<file path="config.mk">
export PLATFORM = sky130hd
export DESIGN_NAME = stereo_channel_scheduler_flat
export DESIGN_NICKNAME = d
export VERILOG_FILES = /design/src/rtl/stereo_pkg.sv /design/src/rtl/stereo_channel_scheduler_if.sv /design/src/rtl/stereo_channel_scheduler_mux.sv /design/src/rtl/stereo_channel_scheduler.sv /design/src/flat_wrapper.sv
export SDC_FILE = /design/constraint.sdc
export NUM_CORES = 1
export LEC_CHECK = 0
export CORE_UTILIZATION = 54
export CTS_CLUSTER_SIZE = 24
export DETAILED_ROUTE_END_ITERATION = 8
export PLACE_DENSITY = 0.85
export REMOVE_ABC_BUFFERS = 1
export SLEW_MARGIN = 20
export SYNTH_ARGS = -nofsm -noshare
export SYNTH_HDL_FRONTEND = slang
export SYNTH_SLANG_ARGS = --single-unit
</file>
<file path="constraint.sdc">
create_clock -name clk -period 2.3 [get_ports clk]
set_input_delay 0.345 -clock clk [delete_from_list [all_inputs] [get_ports clk]]
set_output_delay 0.345 -clock clk [all_outputs]
set_load 0.05 [all_outputs]
</file>
<file path="src/rtl/stereo_pkg.sv">
// Shared constants and FSM encoding for the stereo channel scheduler.
package stereo_pkg;
  localparam int DATA_W = 18;

  localparam logic [2:0] ST_IDLE    = 3'd0;
  localparam logic [2:0] ST_START_L = 3'd1;
  localparam logic [2:0] ST_WAIT_L  = 3'd2;
  localparam logic [2:0] ST_START_R = 3'd3;
  localparam logic [2:0] ST_WAIT_R  = 3'd4;
  localparam logic [2:0] ST_OUTPUT  = 3'd5;

  typedef enum logic [2:0] {
    S_IDLE    = ST_IDLE,
    S_START_L = ST_START_L,
    S_WAIT_L  = ST_WAIT_L,
    S_START_R = ST_START_R,
    S_WAIT_R  = ST_WAIT_R,
    S_OUTPUT  = ST_OUTPUT
  } state_t;
endpackage

</file>
<file path="src/rtl/stereo_channel_scheduler_if.sv">
// Pair-in, shared-processor and pair-out signals of the stereo scheduler.
interface stereo_channel_scheduler_if #(parameter int DATA_W = 18);
  logic              in_valid;
  logic [DATA_W-1:0] in_left;
  logic [DATA_W-1:0] in_right;
  logic              in_ready;
  logic              mux_sel;
  logic              proc_start;
  logic [DATA_W-1:0] proc_data;
  logic              proc_done;
  logic [DATA_W-1:0] proc_result;
  logic              out_valid;
  logic [DATA_W-1:0] out_left;
  logic [DATA_W-1:0] out_right;
  logic              timeout_err;
  logic              overrun_err;

  modport slave (
    input  in_valid, in_left, in_right, proc_done, proc_result,
    output in_ready, mux_sel, proc_start, proc_data,
           out_valid, out_left, out_right, timeout_err, overrun_err
  );

  modport master (
    output in_valid, in_left, in_right, proc_done, proc_result,
    input  in_ready, mux_sel, proc_start, proc_data,
           out_valid, out_left, out_right, timeout_err, overrun_err
  );
endinterface

</file>
<file path="src/rtl/stereo_channel_scheduler_mux.sv">
// Two-input select: muxin=0 gives a, muxin=1 gives b.
module multiplexer_2 #(
  parameter int W = 18
) (
  input  logic [W-1:0] a,
  input  logic [W-1:0] b,
  input  logic         muxin,
  output logic [W-1:0] out
);
  assign out = muxin ? b : a;
endmodule

</file>
<file path="src/rtl/stereo_channel_scheduler.sv">
// Time-shares one processor between the left and right sample of each pair,
// with a per-channel wait timeout and sticky timeout/overrun flags.
module stereo_channel_scheduler #(
  parameter int DATA_W  = 18,
  parameter int TIMEOUT = 255
) (
  input logic                       clk,
  input logic                       reset,
  stereo_channel_scheduler_if.slave bus
);
  import stereo_pkg::*;

  localparam int CNT_W = $clog2(TIMEOUT + 1);

  state_t            r_state;
  logic [CNT_W-1:0]  r_cnt;
  logic [DATA_W-1:0] r_hold_l, r_hold_r, r_res_l, r_res_r;
  logic [DATA_W-1:0] r_out_l, r_out_r;
  logic              r_out_valid, r_proc_start, r_mux_sel;
  logic              r_tmo, r_ovr;

  logic              w_wait, w_tmo_hit, w_adv;
  logic [DATA_W-1:0] w_res, w_proc_data;

  // proc_done beats a coinciding timeout; a timed-out channel reports zero.
  assign w_wait    = (r_state == S_WAIT_L) || (r_state == S_WAIT_R);
  assign w_tmo_hit = (r_cnt == CNT_W'(TIMEOUT - 1));
  assign w_adv     = w_wait && (bus.proc_done || w_tmo_hit);
  assign w_res     = bus.proc_done ? bus.proc_result : '0;

  always_ff @(posedge clk) begin
    if (reset) begin
      r_state      <= S_IDLE;
      r_cnt        <= '0;
      r_hold_l     <= '0;
      r_hold_r     <= '0;
      r_res_l      <= '0;
      r_res_r      <= '0;
      r_out_l      <= '0;
      r_out_r      <= '0;
      r_out_valid  <= 1'b0;
      r_proc_start <= 1'b0;
      r_mux_sel    <= 1'b0;
      r_tmo        <= 1'b0;
      r_ovr        <= 1'b0;
    end else begin
      r_proc_start <= 1'b0;
      r_out_valid  <= 1'b0;
      if (bus.in_valid && r_state != S_IDLE) r_ovr <= 1'b1;
      case (r_state)
        S_IDLE: if (bus.in_valid) begin
          r_hold_l     <= bus.in_left;
          r_hold_r     <= bus.in_right;
          r_proc_start <= 1'b1;
          r_mux_sel    <= 1'b0;
          r_state      <= S_START_L;
        end
        S_START_L: begin
          r_cnt   <= '0;
          r_state <= S_WAIT_L;
        end
        S_WAIT_L: begin
          r_cnt <= r_cnt + CNT_W'(1);
          if (w_adv) begin
            r_res_l      <= w_res;
            if (!bus.proc_done) r_tmo <= 1'b1;
            r_proc_start <= 1'b1;
            r_mux_sel    <= 1'b1;
            r_state      <= S_START_R;
          end
        end
        S_START_R: begin
          r_cnt   <= '0;
          r_state <= S_WAIT_R;
        end
        S_WAIT_R: begin
          r_cnt <= r_cnt + CNT_W'(1);
          // Outputs are registered, so they load on entry to OUTPUT.
          if (w_adv) begin
            r_res_r     <= w_res;
            if (!bus.proc_done) r_tmo <= 1'b1;
            r_out_l     <= r_res_l;
            r_out_r     <= w_res;
            r_out_valid <= 1'b1;
            r_state     <= S_OUTPUT;
          end
        end
        S_OUTPUT: begin
          r_mux_sel <= 1'b0;
          r_state   <= S_IDLE;
        end
        default: r_state <= S_IDLE;
      endcase
    end
  end

  multiplexer_2 #(.W(DATA_W)) u_mux (
    .a     (r_hold_l),
    .b     (r_hold_r),
    .muxin (r_mux_sel),
    .out   (w_proc_data)
  );

  assign bus.in_ready    = (r_state == S_IDLE);
  assign bus.mux_sel     = r_mux_sel;
  assign bus.proc_start  = r_proc_start;
  assign bus.proc_data   = w_proc_data;
  assign bus.out_valid   = r_out_valid;
  assign bus.out_left    = r_out_l;
  assign bus.out_right   = r_out_r;
  assign bus.timeout_err = r_tmo;
  assign bus.overrun_err = r_ovr;
endmodule

</file>
<file path="src/flat_wrapper.sv">
// flat-port wrapper written by rule: the top's interface ports become plain ports
module stereo_channel_scheduler_flat import stereo_pkg::*;
#(
  parameter int DATA_W  = 18,
  parameter int TIMEOUT = 255
)
  (clk, reset, bus_in_valid, bus_in_left, bus_in_right, bus_proc_done, bus_proc_result, bus_in_ready, bus_mux_sel, bus_proc_start, bus_proc_data, bus_out_valid, bus_out_left, bus_out_right, bus_timeout_err, bus_overrun_err);
  stereo_channel_scheduler_if #(.DATA_W(DATA_W)) bus_i ();
  input logic clk;
  input logic reset;
  input wire logic [$bits(bus_i.in_valid)-1:0] bus_in_valid;
  input wire logic [$bits(bus_i.in_left)-1:0] bus_in_left;
  input wire logic [$bits(bus_i.in_right)-1:0] bus_in_right;
  input wire logic [$bits(bus_i.proc_done)-1:0] bus_proc_done;
  input wire logic [$bits(bus_i.proc_result)-1:0] bus_proc_result;
  output wire logic [$bits(bus_i.in_ready)-1:0] bus_in_ready;
  output wire logic [$bits(bus_i.mux_sel)-1:0] bus_mux_sel;
  output wire logic [$bits(bus_i.proc_start)-1:0] bus_proc_start;
  output wire logic [$bits(bus_i.proc_data)-1:0] bus_proc_data;
  output wire logic [$bits(bus_i.out_valid)-1:0] bus_out_valid;
  output wire logic [$bits(bus_i.out_left)-1:0] bus_out_left;
  output wire logic [$bits(bus_i.out_right)-1:0] bus_out_right;
  output wire logic [$bits(bus_i.timeout_err)-1:0] bus_timeout_err;
  output wire logic [$bits(bus_i.overrun_err)-1:0] bus_overrun_err;
  assign bus_i.in_valid = bus_in_valid;
  assign bus_i.in_left = bus_in_left;
  assign bus_i.in_right = bus_in_right;
  assign bus_i.proc_done = bus_proc_done;
  assign bus_i.proc_result = bus_proc_result;
  assign bus_in_ready = bus_i.in_ready;
  assign bus_mux_sel = bus_i.mux_sel;
  assign bus_proc_start = bus_i.proc_start;
  assign bus_proc_data = bus_i.proc_data;
  assign bus_out_valid = bus_i.out_valid;
  assign bus_out_left = bus_i.out_left;
  assign bus_out_right = bus_i.out_right;
  assign bus_timeout_err = bus_i.timeout_err;
  assign bus_overrun_err = bus_i.overrun_err;
  stereo_channel_scheduler #(.DATA_W(DATA_W), .TIMEOUT(TIMEOUT)) u_core (.clk(clk), .reset(reset), .bus(bus_i));
endmodule
</file>
After elaboration in Yosys (flattened, before gate mapping)
Cells that the tools add are included.
{"block": "op_classes", "add_sub_neg": 1, "eq_ne": 9, "n_mux": 13, "bitwise_logic": 2, "n_reduce_logical": 17}
{"cell": "$mux 18", "n": 2}
{"cell": "$pmux 8 s2", "n": 1}
{"cell": "$pmux 3 s5", "n": 1}
{"cell": "$mux 3", "n": 3}
{"cell": "$reduce_and 3->1", "n": 3}
{"cell": "$add 8x1->8 const B", "n": 1}
{"cell": "$eq 8x8->1 const B", "n": 1}
{"cell": "$eq 3x2->1 const B", "n": 2}
{"cell": "$eq 3x3->1 const B", "n": 2}
{"cell": "$reduce_and 2->1", "n": 3}
{"cell": "$reduce_bool 3->1", "n": 2}
{"cell": "$reduce_or 2->1", "n": 3}
{"cell": "$mux 1", "n": 4}
{"cell": "$ne 2x1->1 const B", "n": 2}
{"cell": "$eq 3x1->1 const B", "n": 1}
{"cell": "$logic_not 3->1", "n": 1}
{"cell": "$pmux 1 s3", "n": 1}
{"cell": "$logic_and 1x1->1", "n": 2}
{"cell": "$logic_or 1x1->1", "n": 2}
{"cell": "$ne 2x2->1 const B", "n": 1}
{"cell": "$not 1->1", "n": 2}
{"cell": "$pmux 1 s2", "n": 1}
{"cell": "$reduce_bool 2->1", "n": 1}
{"block": "word_totals", "regBits": 106, "out_inout_bits": 60}

Logic depth before layout (Yosys ltp)
Gate-level depths: netlist of the first run.
{"block": "depth", "word_depth": 5, "ltp_mapped": 7, "depth_no_buf": 5}

Hierarchy
A second synthesis of the first run with hierarchy kept.
{"block": "unflattened", "hier_cells": 461, "hier_area_um2": 4265.3}
{"module": "stereo_channel_scheduler", "n_inst": 1, "cells_per_inst": 441, "area_per_inst_um2": 3993.8, "seq_area_each_um2": 2122.0}
{"module": "multiplexer_2", "n_inst": 1, "cells_per_inst": 20, "area_per_inst_um2": 271.5, "seq_area_each_um2": 0.0}

Least setup slack after synthesis of the first run
Ideal clock, no wire load.
{"block": "synth_timing", "path_kind": "register -> output", "start": "register u_core.r_mux_sel (netlist: u_core.bus.mux_sel)", "end": "output port bus_proc_data[10]", "t_arrival_ns": 1.504, "required_ns": 1.955, "setup_slack_ns": 0.451, "path_stages_with_launch": 3, "cell_sequence": "dfxtp_1 clkbuf_1 mux2_2"}
{"block": "synth_between", "elab_chain_cells": 1}
{"element": "from (decl)", "line_no": "stereo_channel_scheduler.sv:19", "text": "logic r_out_valid, r_proc_start, r_mux_sel;"}
{"element": "from (signal assigned)", "line_no": "stereo_channel_scheduler.sv:43", "text": "r_mux_sel <= 1'b0;"}
{"element": "from (signal assigned)", "line_no": "stereo_channel_scheduler.sv:55", "text": "r_mux_sel <= 1'b0;"}
{"element": "from (signal assigned)", "line_no": "stereo_channel_scheduler.sv:68", "text": "r_mux_sel <= 1'b1;"}
{"element": "$mux 18", "line_no": "stereo_channel_scheduler_mux.sv:10", "text": "assign out = muxin ? b : a;"}
{"element": "to (decl)", "line_no": "flat_wrapper.sv:19", "text": "output wire logic [$bits(bus_i.proc_data)-1:0] bus_proc_data;"}
Every way passes these cells.

Worst setup path in the final report of the first run
{"block": "layout_timing", "start": "register u_core.r_state[0]", "end": "output port bus_in_ready"}
{"block": "layout_between", "elab_chain_cells": 1}
{"element": "from (decl)", "line_no": "stereo_channel_scheduler.sv:15", "text": "state_t r_state;"}
{"element": "from (signal assigned)", "line_no": "stereo_channel_scheduler.sv:33", "text": "r_state <= S_IDLE;"}
{"element": "from (signal assigned)", "line_no": "stereo_channel_scheduler.sv:56", "text": "r_state <= S_START_L;"}
{"element": "from (signal assigned)", "line_no": "stereo_channel_scheduler.sv:60", "text": "r_state <= S_WAIT_L;"}
{"element": "$logic_not 3->1", "line_no": "stereo_channel_scheduler.sv:104", "text": "assign bus.in_ready = (r_state == S_IDLE);"}
{"element": "to (decl)", "line_no": "flat_wrapper.sv:16", "text": "output wire logic [$bits(bus_i.in_ready)-1:0] bus_in_ready;"}
Every way passes these cells.

==> metrics.cfg, run 1 <==
[cts]
cts_hold_buf=0
cts_resized=0
clock_sinks=106
htreeDepth=3
insertion_delay_ns=0.37
cts_tree=done
clk_pin_slew_worst_paths_ns=0.10
cts-buffers-inserted=9
cts.path.max_buffers=2
root_buffer=clkbuf_8
postCtsSetupBuffers=0

[synth]
synth_seq_cells=106
synth_area_um2=4930
synth-simple-area-share_pct=21.4
synth_top_cell_area_share_pct=43.0
synth_cell_type_count=48
synth_edf_count=0
synth-compound-area-share_pct=23.4
synthArstFlopShare_pct=0
muxShareOfSynthArea_pct=4.57
netlist_instances=573
yosys_warnings=0
synth_fa_ha_area_share_pct=0.507
yosys.area.top_type=dfxtp_1
synth_seq_area_share_pct=43.0
avgSynthCellArea_um2=8.61
synth_top_family_by_area=compound AO/OA/AOI/OAI gates
synth-xor-area-share_pct=0.533
synth_flop_cell=dfxtp_1
synth_area_leaders=dfxtp_1 (43%), nand2_1 (8.3%), a21oi_1 (7.9%), o2111ai_1 (6.7%), a311oi_1 (6.6%)

[sta]
fin_crit_sh_pct=90.5
min_period_ns=2.08
relSlewSlack_pct=37.9
clock_skew_ns=0.0179
setup_violations=0
worst_pin_slew_ns=0.925
hold_viol=0
slew_violations=0
fmaxAchievable_mhz=481
rsz0062_at_grt=no
fin_ws_ns=0.220

[setup_path]
crit_chain=buf_4 -> or3_1 -> inv_1 -> buf_4
max_stage_delay_ns=0.45
reg2reg_setup_slack_ns=0.30
worst_path_max_delay_cell=dfxtp_1
critPathLaunchType=flop
reg2reg_from=u_core.r_state[2]$_SDFFE_PP0P_
required_ns=1.96
critPathArrivalTime_ns=1.74
cp-end-kind=output pin
crit_top_cell=buf_4
path_max_fanout=14
rr_worst_depth=3
r2r_end=u_core.r_cnt[2]$_SDFFE_PP0P_
critPathKind=flop to output pin

[floorplanning]
chipWidth_um=97.6
fp.dieH_um=97.6
die_area_um2=9520
std_cell_rows=34
pin_count=118
core_um2=8760
start_util_pct=56.3

[routing]
wire_per_inst_um=17.0
vias=4776
drc=0
viasPerCell=6.23
wl_um=13000
ant_nets=0
firstDrtPassIters=5
drt-initial-drc-count=254

[layout]
finish.net_count=714
fin_area_um2=6230
drive_above_1_share_pct=11.8
antenna-diode-count=0
instances_no_fill=767
syn2layout_area_growth_pct=26.4

[grt]
grt_pass1_vias=4546
grt_max_degree=75
grt_pass1_wl_um=21400
antenna_found_initial=0
grt_usage_pct=27.0
grt_remaining_overflow=0

[place]
globalplace.congestion=0.809
dp.cells=751
dpl_cell_area_um2=6060
dpl.hpwl_um=8460
pre_cts_ws_ns=0.286
portBuffers=117

[job]
maxCapViolations=0

[power_and_ir_drop]
ir_worst_vdd_mv=0.325
power.density_nw_per_um2=632
static-leakage-power_uw=0.00211

[worst_hold_path]
min_to=u_core.bus.overrun_err$_SDFFE_PP0P_
hold_class=input pin to flop
whs_path_depth=2
worstHoldStart=reset

[status]
status=completed

synthesized netlist by cell type, types with 2 or more instances:
library cell and count:
o2111ai_1 38, xnor2_1 2, nor2_1 5, nor3_1 2
or3_1 4, a311oi_1 37, inv_1 4, and3_1 5
nand2_1 109, buf_2 23, a21oi_1 78, nor2b_1 20
buf_6 3, buf_1 2, nand4_1 42, o211ai_1 4
ha_1 2, mux2_2 20, nand3_1 2, or4_1 2
dfxtp_1 106, clkbuf_1 32, nor4_1 2, buf_4 4
nand2b_1 2
per-stage QoR:
| step | hold slack, ns | utilization, % | total power, uW | setup TNS, ns |
|---|---|---|---|---|
| floorplan | 0.414 | - | 2550 | -33.56 |
| global placement | 0.438 | 69.2 | 2900 | 0 |
| detailed placement | 0.447 | 69.2 | 2930 | 0 |
| CTS | 0.388 | 71.1 | 3950 | 0 |
| global route | 0.391 | 71.1 | 4110 | 0 |
| finish | 0.394 | 71.1 | 3940 | 0 |
worst max-delay path by stage:
stage	startpoint	end	depth (start not counted)
final	u_core.r_state[0]$_SDFFE_PP0P_	bus_in_ready	4
after global routing	u_core.r_state[0]$_SDFFE_PP0P_	bus_in_ready	4
after CTS	u_core.r_state[0]$_SDFFE_PP0P_	bus_in_ready	4
after detailed placement	bus_proc_done	u_core.r_res_l[12]$_SDFFE_PP0P_	4
after global placement	bus_in_valid	u_core.bus.mux_sel$_SDFFE_PP0P_	5
after floorplan	u_core.r_state[2]$_SDFFE_PP0P_	u_core.bus.out_left[0]$_SDFFE_PP0P_	2
state kept, by name, indices dropped and copies added (netlist names):
register                count
u_core.r_hold_l            18
u_core.bus.mux_sel          1
u_core.bus.overrun_err      1
u_core.bus.proc_start       1
u_core.r_cnt                8
u_core.r_hold_r            18
u_core.bus.out_right       18
u_core.r_state              3
u_core.bus.out_valid        1
u_core.r_res_l             18
u_core.bus.timeout_err      1
u_core.bus.out_left        18
layout make-up:
type | instances | area (um^2)
Inverter | 6 | 22.5
Sequential cell | 106 | 2120
Multi-Input combinational cell | 397 | 2490
Timing Repair Buffer | 134 | 1300
Clock inverter | 5 | 38.8
Clock buffer | 11 | 131
Fill cell | 685 | 2530
Tap cell | 108 | 135
where the power goes:
part	switching [uW]	total, uW	internal, uW	leakage [uW]
combinational	558	893	336	0.00117
sequential	73.2	2010	1930	0.000861
clock	643	1040	399	0.0000722
total	1270	3940	2670	0.00211
cell usage in the layout, fill, tap and decap left out, types with 2 or more instances in the layout:
| cell | n |
|---|---|
| o2111ai_1 | 38 |
| and3_1 | 5 |
| nor4_1 | 2 |
| clkdlybuf4s50_1 | 96 |
| nor2_1 | 5 |
| or3_1 | 4 |
| nand3_1 | 2 |
| dfxtp_1 | 106 |
| inv_1 | 4 |
| buf_12 | 4 |
| o211ai_1 | 4 |
| xnor2_1 | 2 |
| buf_4 | 34 |
| nand4_1 | 42 |
| clkbuf_1 | 2 |
| mux2_2 | 20 |
| nand2b_1 | 2 |
| clkbuf_8 | 9 |
| a21oi_1 | 78 |
| a311oi_1 | 37 |
| nor2b_1 | 20 |
| ha_1 | 2 |
| nor3_1 | 2 |
| clkinvlp_4 | 4 |
| or4_1 | 2 |
| nand2_1 | 109 |
per-layer routing:
layer  global-route usage, %  vias up  share of wire (%)
met1                    35.7     2289                 44
met2                    44.4      161                 48
met5                       0        -                  0
li1                        -     2314                  -
met4                    6.45        0               0.91
met3                    6.47       12                6.9
worst max-delay path, delay by kind of cell (launching register included):
kind,cells,cell delay (ns)
flip-flops,1,0.45
AND/OR/NAND/NOR,1,0.39
buffers and inverters,3,0.53
cells by family after synthesis:
group,count (synthesis)
simple gates,205
compound gates,167
flops,106
xor+xnor,3
mux,20
buf+inv,70
fa+ha+maj,2
Power figures use the tool's default switching activity.
==> inputs of run 2 (changes only) <==
--- a/config.mk
+++ b/config.mk
@@ -5,12 +5,13 @@
 export SDC_FILE = /design/constraint.sdc
 export NUM_CORES = 1
 export LEC_CHECK = 0
-export CORE_UTILIZATION = 54
+export CORE_UTILIZATION = 51
 export CTS_CLUSTER_SIZE = 24
 export DETAILED_ROUTE_END_ITERATION = 8
-export PLACE_DENSITY = 0.85
+export PLACE_DENSITY = 0.83
 export REMOVE_ABC_BUFFERS = 1
 export SLEW_MARGIN = 20
 export SYNTH_ARGS = -nofsm -noshare
 export SYNTH_HDL_FRONTEND = slang
+export SYNTH_HIERARCHICAL = 1
 export SYNTH_SLANG_ARGS = --single-unit
==> run 2 against run 1 <==
  * Synthesized area fell by 14%
  * Critical path depth rose by 2
  * Sequential share of layout area rose by 3.0 points
  * Count of clock-buffer cells in the layout fell by 2
  * Clock skew fell by 0.0070 ns
  * Sequential cell count did not move
  * Die area fell by 8.3%
  * Highest routed layer unchanged
==> metrics.cfg, run 2 <==
[setup_path]
critPathKind=flop to flop  ; was flop to output pin
required_ns=2.61  ; was 1.96 ns
cp-end-kind=flop  ; was output pin
crit_chain=inv_1 -> ha_1 -> and3_4 -> a21o_4 -> a31oi_4 -> a22o_1  ; was buf_4 -> or3_1 -> inv_1 -> buf_4
critPathLaunchType=flop  ; unchanged
critPathArrivalTime_ns=2.37  ; was 1.74 ns
max_stage_delay_ns=0.51  ; was 0.45 ns
path_max_fanout=23  ; was 14
worst_path_max_delay_cell=a31oi_4  ; was dfxtp_1
cp_num_buf_inv=1  ; was 3
crit_family=compound AO/OA/AOI/OAI gates  ; was buffers and inverters

[floorplanning]
die_area_um2=8730  ; was 9520 um^2
std_cell_rows=32  ; was 34
start_util_pct=54.1  ; was 56.3%
core_um2=7890  ; was 8760 um^2
pin_count=118  ; unchanged
fp.dieH_um=93.5  ; was 97.6 um
chipWidth_um=93.5  ; was 97.6 um

[layout]
layout_commonest_cell=dfxtp_1  ; was nand2_1
antenna-diode-count=0  ; unchanged
nFillCells=583  ; was 685
final_util_pct=72.6  ; was 71.1%
syn2layout_area_growth_pct=34.2  ; was 26.4%
most-common-layout-cells=dfxtp_1 (106), clkdlybuf4s50_1 (96), nand2_1 (84), a21oi_1 (62), a22o_1 (37)  ; was nand2_1 (109), dfxtp_1 (106), clkdlybuf4s50_1 (96), a21oi_1 (78), nand4_1 (42)
drive_above_1_share_pct=13.6  ; was 11.8%
finish.net_count=621  ; was 714

[cts]
cts_hold_buf=0  ; unchanged
cts_tree=done  ; unchanged
postCtsSetupBuffers=0  ; unchanged
cts-buffers-inserted=9  ; unchanged
clock_sinks=106  ; unchanged
insertion_delay_ns=0.36  ; was 0.37 ns
cts.path.max_buffers=2  ; unchanged
htreeDepth=3  ; unchanged
root_buffer=clkbuf_8  ; unchanged
clk_pin_slew_worst_paths_ns=0.10  ; about the same
cts_resized=0  ; unchanged

[synth]
synth_edf_count=0  ; unchanged
yosys.area.top_type=dfxtp_1  ; unchanged
synth_cell_type_count=51  ; was 48
avgSynthCellArea_um2=9.25  ; was 8.61 um^2
synthArstFlopShare_pct=0  ; unchanged
synth_top_cell_area_share_pct=49.8  ; was 43.0%
synth_flop_cell=dfxtp_1  ; unchanged
synth_seq_cells=106  ; unchanged
synth_commonest_cells=dfxtp_1 (106), nand2_1 (84), a21oi_1 (62)  ; was nand2_1 (109), dfxtp_1 (106), a21oi_1 (78)
yosys_warnings=6  ; was 0
synthMostInstantiatedCell=dfxtp_1  ; was nand2_1
synth_seq_area_share_pct=49.8  ; was 43.0%
synth_area_um2=4270  ; was 4930 um^2
synth_area_leaders=dfxtp_1 (50%), a22o_1 (7.6%), nand2_1 (7.4%), a21oi_1 (7.3%), mux2_4 (3.5%)  ; was dfxtp_1 (43%), nand2_1 (8.3%), a21oi_1 (7.9%), o2111ai_1 (6.7%), a311oi_1 (6.6%)
netlist_instances=461  ; was 573

[sta]
fmaxAchievable_mhz=485  ; was 481 MHz
slew_violations=0  ; unchanged
clock_skew_ns=0.0110  ; was 0.0179 ns
hold_viol=0  ; unchanged
min_period_ns=2.06  ; was 2.08 ns
tns_ns=0  ; unchanged
fin_ws_ns=0.239  ; was 0.220 ns
relSlewSlack_pct=54.7  ; was 37.9%
holdWs_ns=0.373  ; was 0.394 ns
worst_pin_slew_ns=0.679  ; was 0.925 ns
fin_crit_sh_pct=89.6  ; was 90.5%
setup_violations=0  ; unchanged
rsz0062_at_grt=no  ; unchanged

[place]
pre_cts_ws_ns=0.273  ; was 0.286 ns
dpl.hpwl_um=7190  ; was 8460 um
portBuffers=117  ; unchanged
globalplace.congestion=0.860  ; was 0.809

[power_and_ir_drop]
comb_power_share_pct=21.3  ; was 22.7%
ir_worst_vdd_mv=0.405  ; was 0.325 mV
total_power_uw=4080  ; was 3940 uW
power.density_nw_per_um2=713  ; was 632 nW/um^2
static-leakage-power_uw=0.00210  ; was 0.00211 uW
p_seq_share_pct=49.5  ; was 50.9%
p_sw_share_pct=30.6  ; was 32.3%
power.net_switching_uw=1250  ; was 1270 uW
power.internal_uw=2830  ; was 2670 uW
p_clk_share_pct=29.2  ; was 26.4%

[routing]
drc=0  ; unchanged
viasPerCell=5.63  ; was 6.23
wl_um=10600  ; was 13000 um
firstDrtPassIters=5  ; unchanged
drt-initial-drc-count=177  ; was 254
vias=3760  ; was 4776
ant_nets=0  ; unchanged
wire_per_inst_um=15.9  ; was 17.0 um

[status]
status=completed  ; unchanged

[grt]
grt_usage_pct=24.9  ; was 27.0%
grt_remaining_overflow=0  ; unchanged
antenna_found_initial=0  ; unchanged
grt_pass1_vias=3551  ; was 4546
grt_pass1_wl_um=17200  ; was 21400 um
grt_max_degree=42  ; was 75

[job]
maxCapViolations=0  ; unchanged

[worst_hold_path]
hold_class=input pin to flop  ; unchanged

run 2: final timing paths:
| kind | slack, ns | from | end | depth (start not counted) |
|---|---|---|---|---|
| worst max-delay path | 0.24 | u_core/r_cnt[0]$_SDFFE_PP0P_ | u_core/r_res_l[1]$_SDFFE_PP0P_ | 6 |
| worst min-delay path | 0.37 | reset | u_core/bus.proc_start$_SDFF_PP0_ | 4 |
| worst max register to register | 0.24 | u_core/r_cnt[0]$_SDFFE_PP0P_ | u_core/r_res_l[1]$_SDFFE_PP0P_ | 6 |
| worst min register to register | 0.46 | u_core/r_hold_l[13]$_SDFFE_PP0P_ | u_core/r_hold_l[13]$_SDFFE_PP0P_ | 2 |
run 2: power groups by stage:
stage | clock (uW) | sequential (uW) | combinational [uW]
after detailed placement | 0 | 2060 | 867
after global placement | 0 | 2050 | 852
after global routing | 1290 | 2040 | 931
after floorplan | 0 | 2090 | 454
after CTS | 1200 | 2020 | 870
final | 1190 | 2020 | 868
run 2: cell families (layout without fill, tap and decap cells):
| logic type | Yosys count | count (layout) | share of synthesized area [%] |
|---|---|---|---|
| muxes | 21 | 21 | 6.42 |
| and+or+nand+nor | 144 | 144 | 15.3 |
| DFF | 106 | 106 | 49.8 |
| xor gates and xnor gates | 2 | 2 | 0.411 |
| adders and majority gates | 2 | 2 | 0.587 |
| AOI/OAI and AO/OA | 144 | 144 | 22.5 |
| buffers and inverters | 42 | 147 | 5.05 |
run 2: stage by stage:
stage / cell area, um^2 / cells
after CTS: 5730 / 668
final: 5730 / 668
after detailed placement: 5520 / 652
after global placement: 5520 / 652
after floorplan: 4070 / 424
after global routing: 5730 / 668
run 2: routing by layer:
layer  wire length [um]  track usage [%]
met5                  0                0
met4                105             6.79
met2               4940             41.9
met1               4740             33.1
met3                829             3.82
run 2: cell type report:
type	count	area, um^2	share of cell area [%]
inverter	5	18.8	0.328
multi-input combinational	313	1930	33.7
timing repair buffer	126	1320	23.1
sequential	106	2120	37.1
clock buffer	9	124	2.16
clock inverter	7	83.8	1.46
tap	102	128	2.23
run 2: worst reg2reg max path: cells and delay by family, from the launching register on:
kind	cells	cell delay, ns
adder cells (fa/ha/maj)	1	0.20
buffers and inverters	1	0.08
AO/OA/AOI/OAI	3	1.07
AND/OR/NAND/NOR	1	0.20
flip-flops	1	0.47
==> inputs of run 3 (changes only) <==
--- a/config.mk
+++ b/config.mk
@@ -5,10 +5,11 @@
 export SDC_FILE = /design/constraint.sdc
 export NUM_CORES = 1
 export LEC_CHECK = 0
-export CORE_UTILIZATION = 51
+export CORE_UTILIZATION = 55
 export CTS_CLUSTER_SIZE = 24
 export DETAILED_ROUTE_END_ITERATION = 8
-export PLACE_DENSITY = 0.83
+export DONT_BUFFER_PORTS = 1
+export PLACE_DENSITY = 0.69
 export REMOVE_ABC_BUFFERS = 1
 export SLEW_MARGIN = 20
 export SYNTH_ARGS = -nofsm -noshare
==> run 3 against run 2 <==
  * Sequential power about the same
  * Via count down 12%
  * First-iteration DRC count up 5.6%
  * Clock skew down 0.00089 ns
  * Register-to-register slack worse by 0.04 ns
  * Final cell count down 18%
  * Largest cell class unchanged
  * Largest power group unchanged
==> metrics.cfg, run 3 (same netlist as run 2, synthesis figures left out) <==
[setup_path]
crit_family=compound AO/OA/AOI/OAI gates  ; unchanged
cp-end-kind=flop  ; unchanged
critPathKind=flop to flop  ; unchanged
required_ns=2.61  ; about the same
cp_num_buf_inv=1  ; unchanged
critPathArrivalTime_ns=2.41  ; was 2.37 ns
worst_path_max_delay_cell=a31oi_4  ; unchanged
critPathLaunchType=flop  ; unchanged
max_stage_delay_ns=0.55  ; was 0.51 ns
crit_chain=inv_1 -> ha_1 -> and3_4 -> a21o_4 -> a31oi_4 -> a22o_1  ; unchanged
path_max_fanout=23  ; unchanged

[routing]
ant_nets=0  ; unchanged
firstDrtPassIters=4  ; was 5
wire_per_inst_um=17.2  ; was 15.9 um
drc=0  ; unchanged
vias=3306  ; was 3760
viasPerCell=6.02  ; was 5.63
wl_um=9420  ; was 10600 um
drt-initial-drc-count=187  ; was 177

[floorplanning]
core_um2=7370  ; was 7890 um^2
fp.dieH_um=90.1  ; was 93.5 um
start_util_pct=57.9  ; was 54.1%
pin_count=118  ; unchanged
chipWidth_um=90.1  ; was 93.5 um
std_cell_rows=31  ; was 32
die_area_um2=8110  ; was 8730 um^2

[layout]
instances_no_fill=549  ; was 668
most-common-layout-cells=dfxtp_1 (106), nand2_1 (84), a21oi_1 (62), a22o_1 (37), o21ai_0 (23)  ; was dfxtp_1 (106), clkdlybuf4s50_1 (96), nand2_1 (84), a21oi_1 (62), a22o_1 (37)
layout_commonest_cell=dfxtp_1  ; unchanged
nFillCells=636  ; was 583
drive_above_1_share_pct=12.7  ; was 13.6%
fin_area_um2=4470  ; was 5730 um^2
finish.net_count=506  ; was 621
antenna-diode-count=0  ; unchanged
syn2layout_area_growth_pct=4.69  ; was 34.2%

[power_and_ir_drop]
ir_worst_vdd_mv=0.369  ; was 0.405 mV
static-leakage-power_uw=0.00160  ; was 0.00210 uW
total_power_uw=3770  ; was 4080 uW
power.density_nw_per_um2=843  ; was 713 nW/um^2

[sta]
min_period_ns=2.10  ; was 2.06 ns
hold_viol=0  ; unchanged
worst_pin_slew_ns=0.730  ; was 0.679 ns
rsz0062_at_grt=no  ; unchanged
holdWs_ns=0.0407  ; was 0.373 ns
fin_crit_sh_pct=91.2  ; was 89.6%
setup_violations=0  ; unchanged
fin_ws_ns=0.203  ; was 0.239 ns
fmaxAchievable_mhz=477  ; was 485 MHz
slew_violations=0  ; unchanged
clock_skew_ns=0.0101  ; was 0.0110 ns
relSlewSlack_pct=51.3  ; was 54.7%

[grt]
grt_pass1_vias=3170  ; was 3551
grt_usage_pct=23.2  ; was 24.9%
grt_pass1_wl_um=15200  ; was 17200 um
grt_max_degree=71  ; was 42
antenna_found_initial=0  ; unchanged
grt_remaining_overflow=0  ; unchanged

[place]
portBuffers=0  ; was 117
globalplace.congestion=0.817  ; was 0.860
dpl.hpwl_um=6100  ; was 7190 um
pre_cts_ws_ns=0.244  ; was 0.273 ns
dpl_cell_area_um2=4280  ; was 5520 um^2
dp.cells=534  ; was 652

[cts]
htreeDepth=3  ; unchanged
clk_pin_slew_worst_paths_ns=0.10  ; about the same
cts_resized=0  ; unchanged
insertion_delay_ns=0.36  ; about the same
postCtsSetupBuffers=0  ; unchanged
cts_hold_buf=0  ; unchanged
clock_sinks=106  ; unchanged
root_buffer=clkbuf_8  ; unchanged
cts.path.max_buffers=2  ; unchanged
cts_tree=done  ; unchanged
cts-buffers-inserted=9  ; unchanged

[job]
maxCapViolations=0  ; unchanged

[worst_hold_path]
hold_class=input pin to flop  ; unchanged

[status]
status=completed  ; unchanged

[run 3: cell types whose count changed in the layout (fill, tap and decap cells not counted), sizes merged]
cell,delta
inv,-2
clkinvlp,+1
buf,-19
clkdlybuf4s50,-96
[run 3: worst register-to-register path, stage by stage, from the launching register on]
cell     delay, ns
dfxtp_1       0.46
inv_1         0.08
ha_1          0.20
and3_4        0.19
a21o_4        0.31
a31oi_4       0.56
a22o_1        0.24
[run 3: layout make-up]
class                   instances  area [um^2]  share of cell area [%]
clock inverters                 6         66.3                    1.49
repair buffers                 11         82.6                    1.85
inverters                       5         18.8                   0.420
multi-input cells             313         1930                    43.2
flip-flops and latches        106         2120                    47.5
clock buffers                   9          124                    2.77
well taps                      99          124                    2.77
[run 3: path summary, 6_finish.rpt]
kind / start / endpoint / slack, ns / cells after the start
max reg2reg: u_core/r_cnt[0]$_SDFFE_PP0P_ / u_core/r_res_l[15]$_SDFFE_PP0P_ / 0.20 / 6
min reg2reg: u_core/r_hold_r[12]$_SDFFE_PP0P_ / u_core/r_hold_r[12]$_SDFFE_PP0P_ / 0.45 / 2
min: reset / u_core/bus.out_left[6]$_SDFFE_PP0P_ / 0.04 / 1
max: u_core/r_cnt[0]$_SDFFE_PP0P_ / u_core/r_res_l[15]$_SDFFE_PP0P_ / 0.20 / 6
[run 3: routing by layer]
layer  share of wire [%]  wire [um]  track usage, %
met1                  44       4150            29.8
met2                  48       4520            37.3
met3                 6.0        562            5.08
met4                 2.1        195            10.3
met5                   0          0               0
[run 3: power breakdown]
part           internal [uW]  total (uW)  switching [uW]
clock                    501        1130             625
combinational            185         603             417
sequential              1940        2040            99.5
[run 3: through the flow]
step	setup TNS (ns)	utilization [%]
final	0	60.6
after global placement	0	58.0
after detailed placement	0	58.0
after floorplan	-4.56	-
after global routing	0	60.6
after CTS	0	60.6
